<file path="src/rtl/counter_pkg.sv">
// counter_pkg
// Shared definitions for the Counters project set.
//   DIR_UP / DIR_DN   : values of the up_dn direction input
//   MODE_WRAP/MODE_SAT: values of the SATURATE parameter
//   clamp_mod()       : limits a value to the range 0..modulus-1
package counter_pkg;

  localparam logic DIR_UP = 1'b1;
  localparam logic DIR_DN = 1'b0;

  localparam int MODE_WRAP = 0;
  localparam int MODE_SAT  = 1;

  // 33 bits so that a modulus of 2**32 still fits.
  function automatic logic [32:0] clamp_mod(input logic [32:0] value,
                                            input logic [32:0] modulus);
    if (value >= modulus)
      return modulus - 33'd1;
    else
      return value;
  endfunction

endpackage

</file>
<file path="src/rtl/sync_updown_counter_mod_if.sv">
// sync_updown_counter_mod_if
// Control and status bundle of the up/down counter.
//   en, up_dn, load, load_val : driven by the controlling side (master)
//   q, tc, wrap, sat          : driven by the counter (slave)
interface sync_updown_counter_mod_if #(
  parameter int WIDTH = 4
);

  logic             en;
  logic             up_dn;
  logic             load;
  logic [WIDTH-1:0] load_val;
  logic [WIDTH-1:0] q;
  logic             tc;
  logic             wrap;
  logic             sat;

  modport master (
    output en, up_dn, load, load_val,
    input  q, tc, wrap, sat
  );

  modport slave (
    input  en, up_dn, load, load_val,
    output q, tc, wrap, sat
  );

endinterface

</file>
<file path="src/rtl/counter_next_val.sv">
// counter_next_val
// Combinational next-state logic of the up/down counter.
//   q        : current count
//   up_dn    : direction, 1 = up, 0 = down
//   en       : count enable
//   load     : parallel load strobe (wins over en)
//   load_val : value to load, clamped into range
//   next_q   : count for the next edge
//   wrap_ev  : this edge wraps around a limit
//   sat_ev   : this enabled edge is pinned at a limit (SATURATE mode)
//   tc       : en high and q at the limit for the current direction
module counter_next_val
  import counter_pkg::*;
#(
  parameter int     WIDTH    = 4,
  parameter longint MODULUS  = 10,
  parameter int     SATURATE = MODE_WRAP
) (
  input  logic [WIDTH-1:0] q,
  input  logic             up_dn,
  input  logic             en,
  input  logic             load,
  input  logic [WIDTH-1:0] load_val,
  output logic [WIDTH-1:0] next_q,
  output logic             wrap_ev,
  output logic             sat_ev,
  output logic             tc
);

  // One extra bit keeps MODULUS = 2**WIDTH representable in the compares.
  localparam logic [WIDTH:0] MAX_Q = (WIDTH+1)'(MODULUS - 1);
  localparam logic [WIDTH:0] ONE   = (WIDTH+1)'(1);

  logic [WIDTH:0] q_ext;
  logic [WIDTH:0] nxt_ext;

  assign q_ext = {1'b0, q};

  always_comb begin
    nxt_ext = q_ext;
    wrap_ev = 1'b0;
    sat_ev  = 1'b0;
    if (load) begin
      nxt_ext = (WIDTH+1)'(clamp_mod(33'(load_val), 33'(MODULUS)));
    end else if (en) begin
      if (up_dn == DIR_UP) begin
        if (q_ext < MAX_Q) begin
          nxt_ext = q_ext + ONE;
        end else if (SATURATE == MODE_SAT) begin
          sat_ev = 1'b1;
        end else begin
          nxt_ext = '0;
          wrap_ev = 1'b1;
        end
      end else begin
        if (q_ext != '0) begin
          nxt_ext = q_ext - ONE;
        end else if (SATURATE == MODE_SAT) begin
          sat_ev = 1'b1;
        end else begin
          nxt_ext = MAX_Q;
          wrap_ev = 1'b1;
        end
      end
    end
  end

  // nxt_ext never exceeds MAX_Q, so its top bit is always zero.
  assign next_q = WIDTH'(nxt_ext);

  assign tc = en & ((up_dn == DIR_UP) ? (q_ext == MAX_Q) : (q_ext == '0));

endmodule

</file>
<file path="src/rtl/sync_updown_counter_mod.sv">
// sync_updown_counter_mod
// Parametrised up/down counter with load, wrap or saturate mode and flags.
//   clk : rising-edge clock
//   rst : asynchronous reset, active low
//   bus : slave side of sync_updown_counter_mod_if
//         (en, up_dn, load, load_val in; q, tc, wrap, sat out)
module sync_updown_counter_mod
  import counter_pkg::*;
#(
  parameter int     WIDTH     = 4,
  parameter longint MODULUS   = 10,
  parameter longint RESET_VAL = 0,
  parameter int     SATURATE  = MODE_WRAP
) (
  input logic                   clk,
  input logic                   rst,
  sync_updown_counter_mod_if.slave bus
);

  if (WIDTH < 2 || WIDTH > 32) begin : g_bad_width
    $fatal(1, "sync_updown_counter_mod: WIDTH must be 2..32");
  end
  if (MODULUS < 2 || MODULUS > (longint'(1) << WIDTH)) begin : g_bad_modulus
    $fatal(1, "sync_updown_counter_mod: MODULUS must be 2..2**WIDTH");
  end
  if (RESET_VAL < 0 || RESET_VAL >= MODULUS) begin : g_bad_reset_val
    $fatal(1, "sync_updown_counter_mod: RESET_VAL must be below MODULUS");
  end
  if (SATURATE != MODE_WRAP && SATURATE != MODE_SAT) begin : g_bad_mode
    $fatal(1, "sync_updown_counter_mod: SATURATE must be 0 or 1");
  end

  localparam logic [WIDTH-1:0] RST_Q = WIDTH'(RESET_VAL);

  logic [WIDTH-1:0] q_r;
  logic             wrap_r;
  logic             sat_r;
  logic [WIDTH-1:0] next_q;
  logic             wrap_ev;
  logic             sat_ev;
  logic             tc;

  counter_next_val #(
    .WIDTH    (WIDTH),
    .MODULUS  (MODULUS),
    .SATURATE (SATURATE)
  ) u_next (
    .q        (q_r),
    .up_dn    (bus.up_dn),
    .en       (bus.en),
    .load     (bus.load),
    .load_val (bus.load_val),
    .next_q   (next_q),
    .wrap_ev  (wrap_ev),
    .sat_ev   (sat_ev),
    .tc       (tc)
  );

  // sat only changes on load or enabled edges; idle edges keep it.
  always_ff @(posedge clk or negedge rst) begin
    if (!rst) begin
      q_r    <= RST_Q;
      wrap_r <= 1'b0;
      sat_r  <= 1'b0;
    end else begin
      q_r    <= next_q;
      wrap_r <= wrap_ev;
      if (bus.load)
        sat_r <= 1'b0;
      else if (bus.en)
        sat_r <= sat_ev;
    end
  end

  assign bus.q    = q_r;
  assign bus.tc   = tc;
  assign bus.wrap = wrap_r;
  assign bus.sat  = sat_r;

endmodule

</file>
<file path="src/flat_wrapper.sv">
// flat-port wrapper written by rule: the top's interface ports become plain ports
module sync_updown_counter_mod_flat import counter_pkg::*;
#(
  parameter int     WIDTH     = 4,
  parameter longint MODULUS   = 10,
  parameter longint RESET_VAL = 0,
  parameter int     SATURATE  = MODE_WRAP
)
  (clk, rst, bus_en, bus_up_dn, bus_load, bus_load_val, bus_q, bus_tc, bus_wrap, bus_sat);
  sync_updown_counter_mod_if #(.WIDTH(WIDTH)) bus_i ();
  input logic clk;
  input logic rst;
  input wire logic [$bits(bus_i.en)-1:0] bus_en;
  input wire logic [$bits(bus_i.up_dn)-1:0] bus_up_dn;
  input wire logic [$bits(bus_i.load)-1:0] bus_load;
  input wire logic [$bits(bus_i.load_val)-1:0] bus_load_val;
  output wire logic [$bits(bus_i.q)-1:0] bus_q;
  output wire logic [$bits(bus_i.tc)-1:0] bus_tc;
  output wire logic [$bits(bus_i.wrap)-1:0] bus_wrap;
  output wire logic [$bits(bus_i.sat)-1:0] bus_sat;
  assign bus_i.en = bus_en;
  assign bus_i.up_dn = bus_up_dn;
  assign bus_i.load = bus_load;
  assign bus_i.load_val = bus_load_val;
  assign bus_q = bus_i.q;
  assign bus_tc = bus_i.tc;
  assign bus_wrap = bus_i.wrap;
  assign bus_sat = bus_i.sat;
  sync_updown_counter_mod #(.WIDTH(WIDTH), .MODULUS(MODULUS), .RESET_VAL(RESET_VAL), .SATURATE(SATURATE)) u_core (.clk(clk), .rst(rst), .bus(bus_i));
endmodule
</file>
<file path="config.mk">
export PLATFORM = sky130hd
export DESIGN_NAME = sync_updown_counter_mod_flat
export DESIGN_NICKNAME = d
export VERILOG_FILES = /design/src/rtl/counter_pkg.sv /design/src/rtl/sync_updown_counter_mod_if.sv /design/src/rtl/counter_next_val.sv /design/src/rtl/sync_updown_counter_mod.sv /design/src/flat_wrapper.sv
export SDC_FILE = /design/constraint.sdc
export NUM_CORES = 1
export LEC_CHECK = 0
export ABC_AREA = 0
export CORE_MARGIN = 5
export CORE_UTILIZATION = 33
export CTS_CLUSTER_SIZE = 30
export DETAILED_ROUTE_END_ITERATION = 16
export GPL_TIMING_DRIVEN = 0
export HOLD_SLACK_MARGIN = 0.15
export PLACE_DENSITY = 0.69
export SLEW_MARGIN = 5
export SYNTH_ARGS = -nofsm -noshare
export SYNTH_HDL_FRONTEND = slang
export SYNTH_SLANG_ARGS = --single-unit
export TNS_END_PERCENT = 30
</file>
<file path="constraint.sdc">
create_clock -name clk -period 4 [get_ports clk]
set_input_delay 0.4 -clock clk [delete_from_list [all_inputs] [get_ports clk]]
set_output_delay 0.4 -clock clk [all_outputs]
set_load 0.02 [all_outputs]
</file>
==> summary.md <==
| Metric | Value |
|---|---|
| Commonest non-fill, non-tap cell in the layout | `clkdlybuf4s50_1` |
| Ant diodes | `0` |
| Post-Synth XOR/XNOR Area | `0` |
| Max Slew Vio Count | `0` |
| # Post-CTS Setup Buffers | `0` |
| Io pins | `16` |
| Util after Layout | `0.456` |
| Largest family of logic cells by synthesized area | `compound AO/OA/AOI/OAI gates` |
| Leak pwr | `between 0.0002 and 0.0003 uW` |
| Detailed router's first-iteration violation count | `18` |
| Flop and latch count out of synthesis | `5` |
| Die area | `between 2000 and 2500 um^2` |
| CTS Sinks | `5` |
| Crit Reg-Reg Startpoint | `u_core.bus.q[0]` |
| Synth Instances | `60` |
| First-pass GRT wire length | `between 2 and 2.5 mm` |
| # H-tree levels | `1` |
| Initial antenna violation count | `0` |
| WL per Instance | `12.9 um` |
| CTS root buffer | `clkbuf_4` |
| Cell area power density | `roughly 320 nW/um^2` |
| Tightest Hold Check Type | `in2async` |
| RSZ-0062 raised after global routing | `false` |
| Simple-gate share of the synthesized area | `0.256` |
| Synth Area per Inst | `between 8 and 9 um^2` |
| Share of cells above drive strength 1 | `0.224` |
| Final worst-path cycle share | `0.596` |
| Total vias in the final route | `between 400 and 500` |
| Run status | `finished, final reports clean` |
| VDD IR-drop max | `between 0.2 and 0.25 mV` |
| FMAX | `between 0.4 and 0.5 GHz` |
| FFs w/ async S/R, synth | `1.00` |
| Req. time, crit path | `around 3.6 ns` |
| Total Routed Length | `around 1.2 mm` |
| Largest net degree at the start of global routing | `11` |
| Mux cell area share after synthesis | `0.0488` |
| Number of library cell types mapped by synthesis | `34` |
| Compound-cell area share of the yosys netlist | `0.259` |
| Clock tree from TritonCTS | `done` |
| Buffers on Ports | `12` |
| Clock Path Buffers | `2` |
| GRT Total Usage | `0.111` |
| Die W | `between 40 and 50 um` |
| Initial Util | `0.345` |
| Post-synthesis sequential area ratio | `0.244` |
| Via-to-Cell Ratio | `5.22` |
| Yosys warning count | `0` |
| Layout Nets | `89` |
| Post-Syn Area | `between 500 and 600 um^2` |
| Worst EP arrival | `1.99 ns` |
| Ys flop type | `dfrtp_1` |
| Area Overhead vs Synth | `32.4%` |
| ANT nets after route | `0` |
| Post-synth net total | `a little over 70` |
| Crit. End Element | `primary output` |
| TritonCTS buffer count | `3` |
| Hold buffers post-CTS | `0` |
| Worst setup SP type | `primary input` |
| Dpl hpwl | `859 um` |
| EDFF count, synth | `0` |
| Register clock-pin slew on the reported worst setup and hold paths | `roughly 0.050 ns` |
| Reg-to-reg endpoint | `u_core.bus.q[2]` |
| Routability cong. | `around 0.72` |
| # DRC | `0` |
| Final hold violations | `0` |
| Setup TNS | `0 ns` |
| Most frequent cells in the layout | `clkdlybuf4s50_1, dfrtp_1, nor2_1` |
| Vias in the first global route | `~470` |
| Maxcap violations | `0` |
| Synth Area in Adders | `0.0732` |
| Post-CTS Resized | `0` |
| # rows | `14` |
| Drt pass-1 iters | `4` |
| Setup violators final | `0` |
| Final Skew | `around 0.0095 ns` |
| Total global routing overflow | `0` |
| Die Y | `49.4 um` |
| Core region area | `about 1500 um^2` |
| R2R setup slack | `2.32 ns` |
| FF-to-FF path depth | `7` |
| Crit Path Class | `in2out` |
| Max FO, Critical Path | `10` |
| Clock Latency Late Sink | `0.25 ns` |
| Min cycle time layout | `2.39 ns` |
kinds of logic after synthesis:
kind of cell | after synthesis
other | 1
AOI/OAI and AO/OA | 19
muxes | 2
and+or+nand+nor | 21
DFF | 5
buffers and inverters | 9
adders and majority gates | 3
worst max path at each step:
stage | startpoint | end | slack [ns]
final | bus_up_dn | bus_tc | 1.61
after detailed placement | bus_up_dn | bus_tc | 1.61
after floorplan | u_core.bus.q[0] | bus_tc | 2.34
after CTS | bus_up_dn | bus_tc | 1.61
after global placement | bus_up_dn | bus_tc | 1.63
after global routing | bus_up_dn | bus_tc | 1.57
metal layers:
layer,vias up,GRT usage,part of all wire,wire (um)
met1,219,0.136,0.42,500
li1,243,-,-,-
met3,0,0.0489,0.075,89
met2,18,0.170,0.50,593
met4,0,0.0393,0,0
met5,-,0,0,0
power by group:
| part | switching, uW | internal (uW) |
|---|---|---|
| Clock | 21.1 | 37.7 |
| Sequential | 9.56 | 56.0 |
| Combinational | 45.6 | 45.2 |
| Total | 76.2 | 139 |
synth_stat cells (2+ instances only):
cell | n | area, um^2
buf_4 | 2 | 15.0
o21ai_0 | 2 | 10.0
ha_1 | 3 | 37.5
inv_1 | 3 | 11.3
nand3b_1 | 2 | 15.0
buf_6 | 2 | 22.5
nand2b_1 | 3 | 18.8
dfrtp_1 | 5 | 125
nand3_1 | 3 | 15.0
o21ai_1 | 3 | 15.0
a21oi_1 | 3 | 15.0
a31oi_1 | 2 | 12.5
nor2_1 | 4 | 15.0
nand2_1 | 3 | 11.3
layout make-up:
type                    instances  area (um^2)
repair buffers                 12          120
clock buffers                   4         26.3
multi-input cells              46          330
fillers                       140          810
plain buffers                   6         46.3
flip-flops and latches          5          125
inverters                       3         11.3
well taps                      16         20.0
critical path, cell delays in order:
cell,delay [ns]
clkdlybuf4s50_1,0.44
buf_4,0.19
nor2_4,0.10
nand2_1,0.06
nand2_1,0.05
and3_1,0.14
clkdlybuf4s50_1,0.59
sequential cells by signal (all words and copies together) (netlist names):
| name | flops |
|---|---|
| u_core.bus.q | 4 |
| u_core.bus.wrap | 1 |
through the flow:
step | setup WS (ns) | instances | cell area [um^2] | hold WS, ns | total power [uW]
final | 1.61 | 92 | 679 | 0.367 | 215
after global placement | 1.63 | 88 | 653 | 0.628 | 155
after CTS | 1.61 | 92 | 679 | 0.364 | 219
after floorplan | 2.34 | 60 | 513 | 0.104 | 127
after detailed placement | 1.61 | 88 | 653 | 0.632 | 157
after global routing | 1.57 | 92 | 679 | 0.378 | 234
Power figures use the tool's default switching activity.
